## config.mk

```make
export PLATFORM = sky130hd
export DESIGN_NAME = ram_arb_if_flat
export DESIGN_NICKNAME = d
export VERILOG_FILES = /design/src/rtl/ram_arb_pkg.sv /design/src/rtl/ram_arb_if_if.sv /design/src/rtl/ram_arb_rr.sv /design/src/rtl/ram_arb_if.sv /design/src/flat_wrapper.sv
export SDC_FILE = /design/constraint.sdc
export NUM_CORES = 1
export LEC_CHECK = 0
export BUFFER_PORTS_ARGS = -buffer_cell sky130_fd_sc_hd__buf_2
export CAP_MARGIN = 5
export CELL_PAD_IN_SITES_DETAIL_PLACEMENT = 1
export CELL_PAD_IN_SITES_GLOBAL_PLACEMENT = 1
export CORE_AREA = 2 2 114 116
export DETAILED_ROUTE_END_ITERATION = 10
export DIE_AREA = 0 0 116 118
export PLACE_DENSITY = 0.75
export SYNTH_ARGS = -nofsm -noshare
export SYNTH_HDL_FRONTEND = slang
export SYNTH_HIERARCHICAL = 1
export SYNTH_SLANG_ARGS = --single-unit
export TNS_END_PERCENT = 10
```

## constraint.sdc

```tcl
create_clock -name clk -period 1.6 [get_ports clk]
set_clock_uncertainty 0.1 [all_clocks]
set_input_delay 0.08 -clock clk [delete_from_list [all_inputs] [get_ports clk]]
set_output_delay 0.08 -clock clk [all_outputs]
set_load 0.01 [all_outputs]
```

## src/rtl/ram_arb_pkg.sv

```systemverilog
// Shared types and constants for the two-port RAM arbiter.
package ram_arb_pkg;

  localparam int NUM_PORTS = 2;

  typedef enum logic {
    PORT0 = 1'b0,
    PORT1 = 1'b1
  } port_e;

  typedef struct packed {
    logic [31:0] addr;
    logic        we;
    logic [3:0]  be;
    logic [31:0] wdata;
  } req_t;

  typedef struct packed {
    logic [31:0] rdata;
    logic        err;
  } rsp_t;

endpackage

```

## src/rtl/ram_arb_if_if.sv

```systemverilog
// One requester port of the RAM arbiter: request/grant handshake plus response.
interface ram_port_if;
  logic        req;
  logic        gnt;
  logic [31:0] addr;
  logic        we;
  logic [3:0]  be;
  logic [31:0] wdata;
  logic        rvalid;
  logic [31:0] rdata;
  logic        err;

  modport master (
    output req, addr, we, be, wdata,
    input  gnt, rvalid, rdata, err
  );

  modport slave (
    input  req, addr, we, be, wdata,
    output gnt, rvalid, rdata, err
  );
endinterface

```

## src/rtl/ram_arb_rr.sv

```systemverilog
// Two-way round-robin arbiter; holds the last-granted pointer.
module ram_arb_rr
  import ram_arb_pkg::*;
(
  input  logic                 clk,
  input  logic                 rstn_i,
  input  logic [NUM_PORTS-1:0] req_i,
  output logic [NUM_PORTS-1:0] gnt_o
);

  port_e last_q, last_d;

  always_comb begin
    gnt_o  = '0;
    last_d = last_q;
    if (rstn_i) begin
      unique case (req_i)
        2'b01:   gnt_o = 2'b01;
        2'b10:   gnt_o = 2'b10;
        2'b11:   gnt_o = (last_q == PORT1) ? 2'b01 : 2'b10;
        default: gnt_o = '0;
      endcase
    end
    if (gnt_o[0]) begin
      last_d = PORT0;
    end else if (gnt_o[1]) begin
      last_d = PORT1;
    end
  end

  // Pointer starts at port 1 so port 0 wins the first conflict.
  always_ff @(posedge clk) begin
    if (!rstn_i) begin
      last_q <= PORT1;
    end else begin
      last_q <= last_d;
    end
  end

endmodule

```

## src/rtl/ram_arb_if.sv

```systemverilog
// Two-port arbiter in front of a single-port 32-bit RAM with one-cycle read latency.
module ram_arb_if
  import ram_arb_pkg::*;
#(
  parameter int RAM_SIZE   = 32768,
  parameter int ADDR_WIDTH = $clog2(RAM_SIZE)
) (
  input  logic                  clk,
  input  logic                  rstn_i,
  ram_port_if.slave             p0,
  ram_port_if.slave             p1,
  output logic                  ram_en_o,
  output logic [ADDR_WIDTH-1:0] ram_addr_o,
  output logic [31:0]           ram_wdata_o,
  output logic                  ram_we_o,
  output logic [3:0]            ram_be_o,
  input  logic [31:0]           ram_rdata_i
);

  logic [NUM_PORTS-1:0] gnt;
  logic                 any_gnt;
  logic                 in_range;
  req_t                 req0, req1, req_sel;
  logic [NUM_PORTS-1:0] rvalid_q, rvalid_d;
  logic                 rd_q, rd_d;
  logic                 err_q, err_d;
  logic [NUM_PORTS-1:0] rvalid;
  rsp_t                 rsp;
  logic                 unused_addr_lsb;

  ram_arb_rr u_rr (
    .clk    (clk),
    .rstn_i (rstn_i),
    .req_i  ({p1.req, p0.req}),
    .gnt_o  (gnt)
  );

  assign req0 = '{addr: p0.addr, we: p0.we, be: p0.be, wdata: p0.wdata};
  assign req1 = '{addr: p1.addr, we: p1.we, be: p1.be, wdata: p1.wdata};
  assign unused_addr_lsb = ^req_sel.addr[1:0];

  always_comb begin
    any_gnt     = |gnt;
    req_sel     = gnt[1] ? req1 : req0;
    in_range    = (req_sel.addr[31:ADDR_WIDTH+2] == '0);
    ram_en_o    = any_gnt & in_range;
    ram_we_o    = ram_en_o & req_sel.we;
    ram_addr_o  = '0;
    ram_wdata_o = '0;
    ram_be_o    = '0;
    if (any_gnt) begin
      ram_addr_o  = req_sel.addr[ADDR_WIDTH+1:2];
      ram_wdata_o = req_sel.wdata;
      ram_be_o    = req_sel.be;
    end
    rvalid_d = gnt;
    rd_d     = ram_en_o & ~req_sel.we;
    err_d    = any_gnt & ~in_range;
  end

  always_ff @(posedge clk) begin
    if (!rstn_i) begin
      rvalid_q <= '0;
      rd_q     <= 1'b0;
      err_q    <= 1'b0;
    end else begin
      rvalid_q <= rvalid_d;
      rd_q     <= rd_d;
      err_q    <= err_d;
    end
  end

  // Gating with rstn_i drops a response whose grant was followed by reset.
  assign rvalid    = rvalid_q & {NUM_PORTS{rstn_i}};
  assign rsp.rdata = rd_q ? ram_rdata_i : '0;
  assign rsp.err   = err_q;

  assign p0.gnt    = gnt[0];
  assign p1.gnt    = gnt[1];
  assign p0.rvalid = rvalid[0];
  assign p1.rvalid = rvalid[1];
  assign p0.rdata  = rvalid[0] ? rsp.rdata : '0;
  assign p1.rdata  = rvalid[1] ? rsp.rdata : '0;
  assign p0.err    = rvalid[0] & rsp.err;
  assign p1.err    = rvalid[1] & rsp.err;

endmodule

```

## src/flat_wrapper.sv

```systemverilog
// flat-port wrapper written by rule: the top's interface ports become plain ports
module ram_arb_if_flat import ram_arb_pkg::*;
#(
  parameter int RAM_SIZE   = 32768,
  parameter int ADDR_WIDTH = $clog2(RAM_SIZE)
)
  (clk, rstn_i, ram_en_o, ram_addr_o, ram_wdata_o, ram_we_o, ram_be_o, ram_rdata_i, p0_req, p0_addr, p0_we, p0_be, p0_wdata, p0_gnt, p0_rvalid, p0_rdata, p0_err, p1_req, p1_addr, p1_we, p1_be, p1_wdata, p1_gnt, p1_rvalid, p1_rdata, p1_err);
  ram_port_if p0_i ();
  ram_port_if p1_i ();
  input  logic clk;
  input  logic rstn_i;
  output logic ram_en_o;
  output logic [ADDR_WIDTH-1:0] ram_addr_o;
  output logic [31:0] ram_wdata_o;
  output logic ram_we_o;
  output logic [3:0] ram_be_o;
  input  logic [31:0] ram_rdata_i;
  input wire logic [$bits(p0_i.req)-1:0] p0_req;
  input wire logic [$bits(p0_i.addr)-1:0] p0_addr;
  input wire logic [$bits(p0_i.we)-1:0] p0_we;
  input wire logic [$bits(p0_i.be)-1:0] p0_be;
  input wire logic [$bits(p0_i.wdata)-1:0] p0_wdata;
  output wire logic [$bits(p0_i.gnt)-1:0] p0_gnt;
  output wire logic [$bits(p0_i.rvalid)-1:0] p0_rvalid;
  output wire logic [$bits(p0_i.rdata)-1:0] p0_rdata;
  output wire logic [$bits(p0_i.err)-1:0] p0_err;
  input wire logic [$bits(p1_i.req)-1:0] p1_req;
  input wire logic [$bits(p1_i.addr)-1:0] p1_addr;
  input wire logic [$bits(p1_i.we)-1:0] p1_we;
  input wire logic [$bits(p1_i.be)-1:0] p1_be;
  input wire logic [$bits(p1_i.wdata)-1:0] p1_wdata;
  output wire logic [$bits(p1_i.gnt)-1:0] p1_gnt;
  output wire logic [$bits(p1_i.rvalid)-1:0] p1_rvalid;
  output wire logic [$bits(p1_i.rdata)-1:0] p1_rdata;
  output wire logic [$bits(p1_i.err)-1:0] p1_err;
  assign p0_i.req = p0_req;
  assign p0_i.addr = p0_addr;
  assign p0_i.we = p0_we;
  assign p0_i.be = p0_be;
  assign p0_i.wdata = p0_wdata;
  assign p0_gnt = p0_i.gnt;
  assign p0_rvalid = p0_i.rvalid;
  assign p0_rdata = p0_i.rdata;
  assign p0_err = p0_i.err;
  assign p1_i.req = p1_req;
  assign p1_i.addr = p1_addr;
  assign p1_i.we = p1_we;
  assign p1_i.be = p1_be;
  assign p1_i.wdata = p1_wdata;
  assign p1_gnt = p1_i.gnt;
  assign p1_rvalid = p1_i.rvalid;
  assign p1_rdata = p1_i.rdata;
  assign p1_err = p1_i.err;
  ram_arb_if #(.RAM_SIZE(RAM_SIZE), .ADDR_WIDTH(ADDR_WIDTH)) u_core (.clk(clk), .rstn_i(rstn_i), .p0(p0_i), .p1(p1_i), .ram_en_o(ram_en_o), .ram_addr_o(ram_addr_o), .ram_wdata_o(ram_wdata_o), .ram_we_o(ram_we_o), .ram_be_o(ram_be_o), .ram_rdata_i(ram_rdata_i));
endmodule
```

# Word level (Yosys, flattened, before mapping)
# Cells that the tools add are included.
[word_totals] in_bits=174 ff_bits=5 word_cells=31 out_inout_bits=123
[classes] muxes=12 bitwise_logic=9 eq_ne=3 n_reduce_logical=3
[op_table] cell="$mux W32" count=4
[op_table] cell="$mux W69" count=1
[op_table] cell="$logic_not A15 Y1" count=1
[op_table] cell="$mux W15" count=1
[op_table] cell="$and A1 B1 Y1" count=6
[op_table] cell="$pmux W2 S3" count=1
[op_table] cell="$eq A2 B2 Y1 const B" count=2
[op_table] cell="$mux W2" count=2
[op_table] cell="$mux W4" count=1
[op_table] cell="$and A2 B2 Y2" count=1
[op_table] cell="$eq A2 B1 Y1 const B" count=1
[op_table] cell="$mux W1" count=2
[op_table] cell="$not A1 Y1" count=2
[op_table] cell="$reduce_bool A2 Y1" count=1
[op_table] cell="$reduce_or A2 Y1" count=1

# Depth between registers and ports, before layout
# Gate-level depths: netlist of run 1.
[depth] ltp_word=7 depth_mapped=8

# Cells and area by module
# Netlist of run 1, hierarchy kept.
[by_module_without_submodules] mod="ram_arb_if" area_per_inst_um2=1207.4 n_inst=1 cells_per_inst=211 seq_area_each_um2=80.1
[by_module_without_submodules] mod="ram_arb_rr" area_per_inst_um2=61.3 n_inst=1 cells_per_inst=9 seq_area_each_um2=20.0

# Worst setup path before layout of run 1
# No wires, ideal clock.
[synth_timing] path_type="register to output" from="reg u_core.u_rr.last_q" to="out ram_en_o" path_buffers=1 required_time_ps=1420 path_slack_ps=-118 t_arrival_ps=1538 path_stages_with_launch=8 path_cell_list="dfxtp_1 -> and2_4 -> nor2_1 -> buf_6 -> nor4b_2 -> nand2_1 -> a22o_1 -> nor2_1"
[synth_via] elab_chain_cells=6 elab_cells_between_ends=7 cone_classes="4 x mux; 1 x bitwise; 2 x reduce/logical"
[synth_rtl] element="start: declaration" line="ram_arb_rr.sv:11" source="port_e last_q, last_d;"
[synth_rtl] element="start signal: assignment" line="ram_arb_rr.sv:36" source="last_q <= last_d;"
[synth_rtl] element="$mux W2 *" line="ram_arb_rr.sv:20" source="2'b11: gnt_o = (last_q == PORT1) ? 2'b01 : 2'b10;"
[synth_rtl] element="$pmux W2 S3 *" line="ram_arb_rr.sv:17" source="unique case (req_i)"
[synth_rtl] element="$mux W2 *" line="ram_arb_rr.sv:16" source="if (rstn_i) begin"
[synth_rtl] element="via p1_gnt" line="flat_wrapper.sv:32" source="output wire logic [$bits(p1_i.gnt)-1:0] p1_gnt;"
[synth_rtl] element="$mux W69" line="ram_arb_if.sv:44" source="req_sel = gnt[1] ? req1 : req0;"
[synth_rtl] element="$logic_not A15 Y1" line="ram_arb_if.sv:45" source="in_range = (req_sel.addr[31:ADDR_WIDTH+2] == '0);"
[synth_rtl] element="$and A1 B1 Y1 *" line="ram_arb_if.sv:46" source="ram_en_o = any_gnt & in_range;"
[synth_rtl] element="end: declaration" line="flat_wrapper.sv:12" source="output logic ram_en_o;"
# The timed path passes the listed nets; every way through them passes the cells marked *.

# Worst setup path after layout of run 1
[layout_timing] from="reg u_core.u_rr.last_q" to="out ram_we_o"
[layout_via] elab_chain_cells=7 elab_cells_between_ends=8 cone_classes="4 x mux; 2 x bitwise; 2 x reduce/logical"
[layout_rtl] element="$mux W2 *" line="ram_arb_rr.sv:20"
[layout_rtl] element="$pmux W2 S3 *" line="ram_arb_rr.sv:17"
[layout_rtl] element="$mux W2 *" line="ram_arb_rr.sv:16"
[layout_rtl] element="$mux W69" line="ram_arb_if.sv:44"
[layout_rtl] element="$logic_not A15 Y1" line="ram_arb_if.sv:45"
[layout_rtl] element="$and A1 B1 Y1" line="ram_arb_if.sv:46"
[layout_rtl] element="$and A1 B1 Y1 *" line="ram_arb_if.sv:47" source="ram_we_o = ram_en_o & req_sel.we;"
[layout_rtl] element="end: declaration" line="flat_wrapper.sv:15" source="output logic ram_we_o;"
# Every way passes the cells marked *; elsewhere a longest branch is shown, timed or not.

==> results.toml, run 1 <==
[outcome]
run_status = "complete, but fails checks"
violations = "setup timing"

[sta]
tightest_slew_ns = 0.337
max_slew_margin_pct = 77.3
final_count_of_pins_violating_max_slew = 0
timing.final.crit_period_ns = 1.88
final_critical_path_setup_slack_ns = -0.285
hold_viol_final = 0
grt_setup_unrepaired = "yes"
fin_crit_sh_pct = 118
achievable-frequency_mhz = 531
setup_tns_ns = -11.53
report.final.setup_viol = 53

[placement]
gpl.final_weighted_congestion = 0.739
post-place-cells = 680
buffer_ports.inserted = 292
place_hpwl_mm = 8.70
placedInstanceArea_um2 = 3050

[clock_tree]
cts-root-to-sink-buffers = 2
htree_levels = 1
cts_buffers = 3
clock-root-buffer = "sky130_fd_sc_hd__clkbuf_16"
worst_skew_pair.late_latency_ns = 0.23
clk_pin_slew_ns = 0.03
tritoncts = "done"
numClockSinks = 5

[cells_and_area]
stdcell_area_um2 = 3270
diodes = 0
layout-drive-gt1-share_pct = 64.5
final-instance-count-excl-fill = 693
final_nets = 696
layout-area-overhead-vs-synth_pct = 158
layout.cells.most_common_list = "290 x sky130_fd_sc_hd__buf_2, 67 x sky130_fd_sc_hd__nor2_1, 50 x sky130_fd_sc_hd__a22o_1, 41 x sky130_fd_sc_hd__nand2_1, 17 x sky130_fd_sc_hd__buf_4"
mostFrequentLayoutCell = "sky130_fd_sc_hd__buf_2"

[routing]
drt-total-wl_mm = 10.0
post_drt_wl_per_cell_um = 14.5
drcViolationCount = 0
dr.first_iter.drc_count = 33
route.detailed.vias_per_inst = 4.07
detailroute.via_count = 2820
antenna_nets_post_route = 0
drt_first_pass_iters = 2

[pwr]
p_leak_nw = 1.89
switching_portion_of_total_power_pct = 31.6
clock_power_share_pct = 36.2
ir_worst_vdd_mv = 0.220
power.internal_uw = 788
p_switching_uw = 365
power_density_nw_per_um2 = 352
comb_power_share_pct = 52.1
power.share.sequential_pct = 11.7

[worst_setup_path]
crit_type = "reg2out"
critPathRequiredTime_ns = 1.42
path_max_fanout = 6
setup.worst_path.end_class = "output pin"
cp_data_arrival_time_ns = 1.70
critPathLaunchType = "flip-flop"

[floorplanning]
die_x_um = 116
io_pins = 297
design.die.area_um2 = 13700
starting_density_pct = 10.2
floorplan.die.height_um = 118
floorplan_core_area_um2 = 12400
rows = 41

[synth]
synth.yosys.warnings = 6
synthesis.area_um2 = 1270
netlist_instances = 220
yosys_register_bits = 5
mappedNetlistNets = 394
synthesis.area_per_instance_um2 = 5.77
seq_area_frac_synth_pct = 7.89
post_synth_num_cell_types = 24

[grt]
grt_antenna_before_repair = 1
vias_in_the_first_global_route = 2750
grt_max_degree = 42
grt-ovfl-total = 0
globalRouteTotalUtil_pct = 12.9
grt_first_pass_wirelength_mm = 13.9

[worst_hold_path]
hold_class = "in2reg"

[run]
maximum_capacitance_violations = 0
-- through the flow --
stage | total power [mW] | worst slack [ns] | hold WS [ns] | util [%]
finish | 1.15 | -0.285 | 0.0440 | 26.4
detailed placement | 0.726 | -0.0957 | 0.203 | 24.6
floorplan | 0.355 | 0.0234 | 0.0392 | -
CTS | 1.16 | -0.276 | 0.0433 | 25.8
global placement | 0.720 | -0.0433 | 0.198 | 24.6
global route | 1.23 | -0.382 | 0.0756 | 26.4
-- power by group through the flow --
stage / clock [mW] / sequential, mW / combinational [mW]
after detailed placement: 0 / 0.137 / 0.589
after global placement: 0 / 0.136 / 0.584
after global routing: 0.436 / 0.136 / 0.654
final: 0.417 / 0.135 / 0.600
after floorplan: 0 / 0.136 / 0.219
after CTS: 0.427 / 0.135 / 0.598
-- timing repair --
item,in CTS,in global routing
buffers inserted,6,5
pin swaps,7,12
hold buffers,1,0
endpoints found under the hold margin,1,0
setup endpoints to repair,54,56
gates resized for setup,4,13
-- layout make-up --
| cell class | instances | area [um2] |
|---|---|---|
| fillers | 1674 | 9140 |
| inverters | 3 | 11.3 |
| multi-input cells | 190 | 1110 |
| flip-flops and latches | 5 | 101 |
| clock buffers | 4 | 78.8 |
| well taps | 172 | 215 |
| repair buffers | 319 | 1760 |
-- cell usage after synthesis, drive strengths merged --
master / number / area (um2)
dfxtp: 5 / 100
nor4: 7 / 50.1
and2: 3 / 21.3
a21oi: 3 / 15.0
nand2: 42 / 158
buf: 9 / 53.8
o2111ai: 1 / 8.76
o21ai: 3 / 18.8
a22oi: 1 / 7.51
nor4b: 1 / 15.0
and3: 2 / 12.5
a22o: 51 / 447
nand3b: 2 / 15.0
nor2: 70 / 263
inv: 3 / 11.3
nand3: 1 / 5.00
nor2b: 3 / 18.8
clkbuf: 13 / 48.8
-- cells by family (layout without fill, tap and decap cells) --
family | after synthesis | in the layout | synth area share, %
flip-flops | 5 | 5 | 7.89
buffers and inverters | 25 | 326 | 8.97
AO/OA/AOI/OAI | 59 | 59 | 39.2
AND/OR/NAND/NOR | 131 | 131 | 44.0
-- layer usage --
| metal | vias to the layer above | global-route usage, % | wire length [um] |
|---|---|---|---|
| met4 | 0 | 2.75 | 104 |
| li1 | 1375 | - | - |
| met1 | 1253 | 12.8 | 3460 |
| met3 | 9 | 4.38 | 1310 |
| met5 | - | 0 | 0 |
| met2 | 183 | 25.2 | 5150 |
-- worst paths after layout --
kind	cells past startpoint	slack, ns	startpoint	end
max	7	-0.28	u_core/u_rr/last_q$_SDFFE_PN1P_	ram_we_o
max reg2reg	10	-0.17	u_core/u_rr/last_q$_SDFFE_PN1P_	u_core/err_q$_SDFF_PN0_
min reg2reg	3	0.48	u_core/u_rr/last_q$_SDFFE_PN1P_	u_core/u_rr/last_q$_SDFFE_PN1P_
min	3	0.04	p1_req	u_core/u_rr/last_q$_SDFFE_PN1P_
-- worst max-delay path, stage by stage, from the launching register on --
cell	delay [ns]
sky130_fd_sc_hd__dfxtp_2	0.31
sky130_fd_sc_hd__and2_4	0.14
sky130_fd_sc_hd__nor2_4	0.18
sky130_fd_sc_hd__nor4b_4	0.23
sky130_fd_sc_hd__nand2_2	0.10
sky130_fd_sc_hd__a22o_4	0.29
sky130_fd_sc_hd__nor2_2	0.10
sky130_fd_sc_hd__buf_2	0.13
-- flip-flops by register name (all words and copies together) (netlist names) --
register,flops
u_core/rvalid_q,2
u_core/rd_q,1
u_core/err_q,1
u_core/u_rr/last_q,1
Note: power is estimated with default switching activity, not from simulation.
==> run 2, diff against run 1 <==
--- a/config.mk
+++ b/config.mk
@@ -5,14 +5,15 @@
 export SDC_FILE = /design/constraint.sdc
 export NUM_CORES = 1
 export LEC_CHECK = 0
+export ABC_AREA = 1
 export BUFFER_PORTS_ARGS = -buffer_cell sky130_fd_sc_hd__buf_2
 export CAP_MARGIN = 5
 export CELL_PAD_IN_SITES_DETAIL_PLACEMENT = 1
 export CELL_PAD_IN_SITES_GLOBAL_PLACEMENT = 1
-export CORE_AREA = 2 2 114 116
+export CORE_ASPECT_RATIO = 0.75
+export CORE_UTILIZATION = 14
 export DETAILED_ROUTE_END_ITERATION = 10
-export DIE_AREA = 0 0 116 118
-export PLACE_DENSITY = 0.75
+export PLACE_DENSITY = 0.82
 export SYNTH_ARGS = -nofsm -noshare
 export SYNTH_HDL_FRONTEND = slang
 export SYNTH_HIERARCHICAL = 1
==> run 2 against run 1 <==
Compared with the run above:
- the flow still finishes with violations (setup timing)
- synthesized cell count up 70%
- clock power shrank 2%
- critical path depth grew 4
- sequential power about the same
- worst setup slack gained 0.18 ns
- cell count increased by 19%
- non-clock buffer count down 6
- critical endpoint is now ram_wdata_o[20]
- largest cell class unchanged
- largest power group unchanged
==> results.toml, run 2 <==
[worst_setup_path]
cp_data_arrival_time_ns = 1.52
regToRegEndpoint = "u_core/rd_q$_SDFF_PN0_"
crit_type = "reg2out"
critPathLaunchType = "flip-flop"
critPathRequiredTime_ns = 1.42
worst-r2r-setup-slack_ns = 0.14
path_max_fanout = 11
regToRegStartpoint = "u_core/u_rr/last_q$_SDFFE_PN1P_"
reg2regPathDepth = 5
setup.worst_path.end_class = "output pin"

[outcome]
violations = "setup timing"
run_status = "complete, but fails checks"

[clock_tree]
clk_pin_slew_ns = 0.03
cts-root-to-sink-buffers = 2
cts_hold_buffers = 0
worst_skew_pair.late_latency_ns = 0.23
cts_buffers = 3
tritoncts = "done"
clock-root-buffer = "sky130_fd_sc_hd__clkbuf_16"
numClockSinks = 5
htree_levels = 1

[worst_hold_path]
hold_class = "in2reg"
hold_path.startpoint = "p1_we"
hold_end = "u_core/rd_q$_SDFF_PN0_"
whs_path_depth = 4

[synth]
post_synth_num_cell_types = 22
mappedNetlistNets = 549
synthesis.area_per_instance_um2 = 4.58
netlist_instances = 375
synth_largest_area_cell = "sky130_fd_sc_hd__nor3_1"
asyncSetResetFlopFracSynth_pct = 0
synth_top_cells_by_area = "sky130_fd_sc_hd__nor3_1 19%, sky130_fd_sc_hd__inv_1 15%, sky130_fd_sc_hd__nand2_1 15%"
synthesis.area_um2 = 1720
synth.yosys.warnings = 6
seq_area_frac_synth_pct = 5.83
synth_most_common_cell = "sky130_fd_sc_hd__inv_1"
synth-edff-count = 0
top_cell_types_by_occurrence_after_synthesis = "70 x sky130_fd_sc_hd__inv_1, 69 x sky130_fd_sc_hd__nand2_1, 67 x sky130_fd_sc_hd__nor2_1, 66 x sky130_fd_sc_hd__nor3_1, 27 x sky130_fd_sc_hd__a21oi_1"
yosys_register_bits = 5
yosys_most_used_dff = "sky130_fd_sc_hd__dfxtp_1"
netlist.area_leader.share_pct = 19.2

[cells_and_area]
fin_util_pct = 32.1
final-instance-count-excl-fill = 825
nFillCells = 1634
mostFrequentLayoutCell = "sky130_fd_sc_hd__buf_2"
largest_register_ffs = 2
layout.cells.most_common_list = "287 x sky130_fd_sc_hd__buf_2, 70 x sky130_fd_sc_hd__inv_1, 66 x sky130_fd_sc_hd__nor3_1, 60 x sky130_fd_sc_hd__nand2_1, 57 x sky130_fd_sc_hd__nor2_1"
final_nets = 837
layout-area-overhead-vs-synth_pct = 120
layout-drive-gt1-share_pct = 53.8
largest-register = "u_core/rvalid_q"

[routing]
drt_first_pass_iters = 4
dr.first_iter.drc_count = 68
drt-total-wl_mm = 10.2
route.detailed.vias_per_inst = 4.11
drcViolationCount = 0
detailroute.via_count = 3389
post_drt_wl_per_cell_um = 12.4
antenna_nets_post_route = 0

[pwr]
power_density_nw_per_um2 = 353
p_leak_nw = 2.51
ir_worst_vdd_mv = 0.294

[sta]
fin_crit_sh_pct = 107
final_critical_path_setup_slack_ns = -0.105
achievable-frequency_mhz = 587
setup_tns_ns = -3.00
max_slew_margin_pct = 80.1
report.final.setup_viol = 53
hold_viol_final = 0
grt_setup_unrepaired = "yes"
tightest_slew_ns = 0.297
timing.final.crit_period_ns = 1.70
final_count_of_pins_violating_max_slew = 0

[grt]
grt_first_pass_wirelength_mm = 15.1
globalRouteTotalUtil_pct = 14.6
grt-ovfl-total = 0
vias_in_the_first_global_route = 3263
grt_antenna_before_repair = 1
grt_max_degree = 63

[placement]
place_hpwl_mm = 8.06
gpl.final_weighted_congestion = 0.766
post-place-cells = 810
buffer_ports.inserted = 292

[floorplanning]
floorplan_core_area_um2 = 11800
floorplan.die.height_um = 97.9
die_x_um = 130
design.die.area_um2 = 12700
rows = 34
starting_density_pct = 14.6
io_pins = 297

[run]
maximum_capacitance_violations = 0
## run 2: cell types whose count changed after synthesis, moves of 5 or more
cell / previous run / this run
sky130_fd_sc_hd__nor4_1: 6 / 0
sky130_fd_sc_hd__a21oi_1: 3 / 27
sky130_fd_sc_hd__buf_2: 7 / 16
sky130_fd_sc_hd__clkbuf_1: 13 / 8
sky130_fd_sc_hd__o21ai_0: 0 / 21
sky130_fd_sc_hd__inv_1: 1 / 70
sky130_fd_sc_hd__nor3_1: 0 / 66
sky130_fd_sc_hd__a22o_1: 51 / 0
sky130_fd_sc_hd__nand2_1: 42 / 69
## run 2: critical path: stages (launching register included)
cell and delay [ns]:
sky130_fd_sc_hd__dfxtp_4 0.36, sky130_fd_sc_hd__inv_2 0.04, sky130_fd_sc_hd__nand2_2 0.06, sky130_fd_sc_hd__nand2_2 0.06
sky130_fd_sc_hd__nor2_4 0.12, sky130_fd_sc_hd__buf_12 0.15, sky130_fd_sc_hd__clkbuf_16 0.16, sky130_fd_sc_hd__nand2_1 0.05
sky130_fd_sc_hd__nand2_1 0.07, sky130_fd_sc_hd__o21ai_2 0.05, sky130_fd_sc_hd__inv_1 0.04, sky130_fd_sc_hd__buf_2 0.12
## run 2: final cells by class
class,count,area (um2),share of cell area [%]
Sequential cell,5,104,2.75
Antenna cell,1,2.50,0.0662
Multi-Input combinational cell,267,1290,34.2
Timing Repair Buffer,313,1830,48.3
Clock buffer,4,78.8,2.08
Inverter,73,277,7.31
Tap cell,162,203,5.36
## run 2: what timing repair did
| action | in CTS | in global routing |
|---|---|---|
| setup endpoints to repair | 53 | 55 |
| pin swaps | 7 | 13 |
| cloned | 1 | 3 |
| hold endpoints to repair | 0 | 0 |
| resized for setup | 36 | 28 |
| buffers inserted | 3 | 4 |
## run 2: how the worst max path moves through the flow
stage | startpoint | endpoint | slack [ns] | cells after the start
floorplan | u_core/u_rr/last_q$_SDFFE_PN1P_ | ram_addr_o[10] | 0.03 | 5
CTS | u_core/u_rr/last_q$_SDFFE_PN1P_ | ram_be_o[2] | -0.15 | 9
finish | u_core/u_rr/last_q$_SDFFE_PN1P_ | ram_wdata_o[20] | -0.10 | 11
global placement | u_core/u_rr/last_q$_SDFFE_PN1P_ | ram_wdata_o[15] | 0.07 | 6
global route | u_core/u_rr/last_q$_SDFFE_PN1P_ | ram_we_o | -0.24 | 8
detailed placement | u_core/u_rr/last_q$_SDFFE_PN1P_ | ram_wdata_o[20] | 0.03 | 6
## run 2: logic make-up after synthesis
family | share of synthesized area, %
AO/OA/AOI/OAI | 15.5
flip-flops | 5.83
AND/OR/NAND/NOR | 53.1
buffers and inverters | 25.1
multiplexers | 0.583
## run 2: per-layer routing
metal  part of all wire (%)  global-route usage [%]  routed length (um)  up-vias
li1                       -                       -                   -     1732
met1                     41                    16.4                4200     1518
met2                     51                    27.2                5170      131
met3                    7.2                    3.67                 734        8
met4                    1.1                    3.58                 116        0
met5                      0                       0                   0        -
## run 2: report_power, final
part,internal [mW],switching (mW)
registers,0.131,0.00369
clock network,0.330,0.0800
logic,0.388,0.403
## run 2: through the flow
stage | hold WS [ns] | total power [mW] | worst slack [ns] | cell area [um2]
global placement | 0.258 | 0.809 | 0.0681 | 3400
finish | 0.0941 | 1.34 | -0.105 | 3780
floorplan | 0.0646 | 0.447 | 0.0256 | 1720
global route | 0.126 | 1.45 | -0.244 | 3780
CTS | 0.0475 | 1.30 | -0.148 | 3600
detailed placement | 0.279 | 0.827 | 0.0262 | 3400
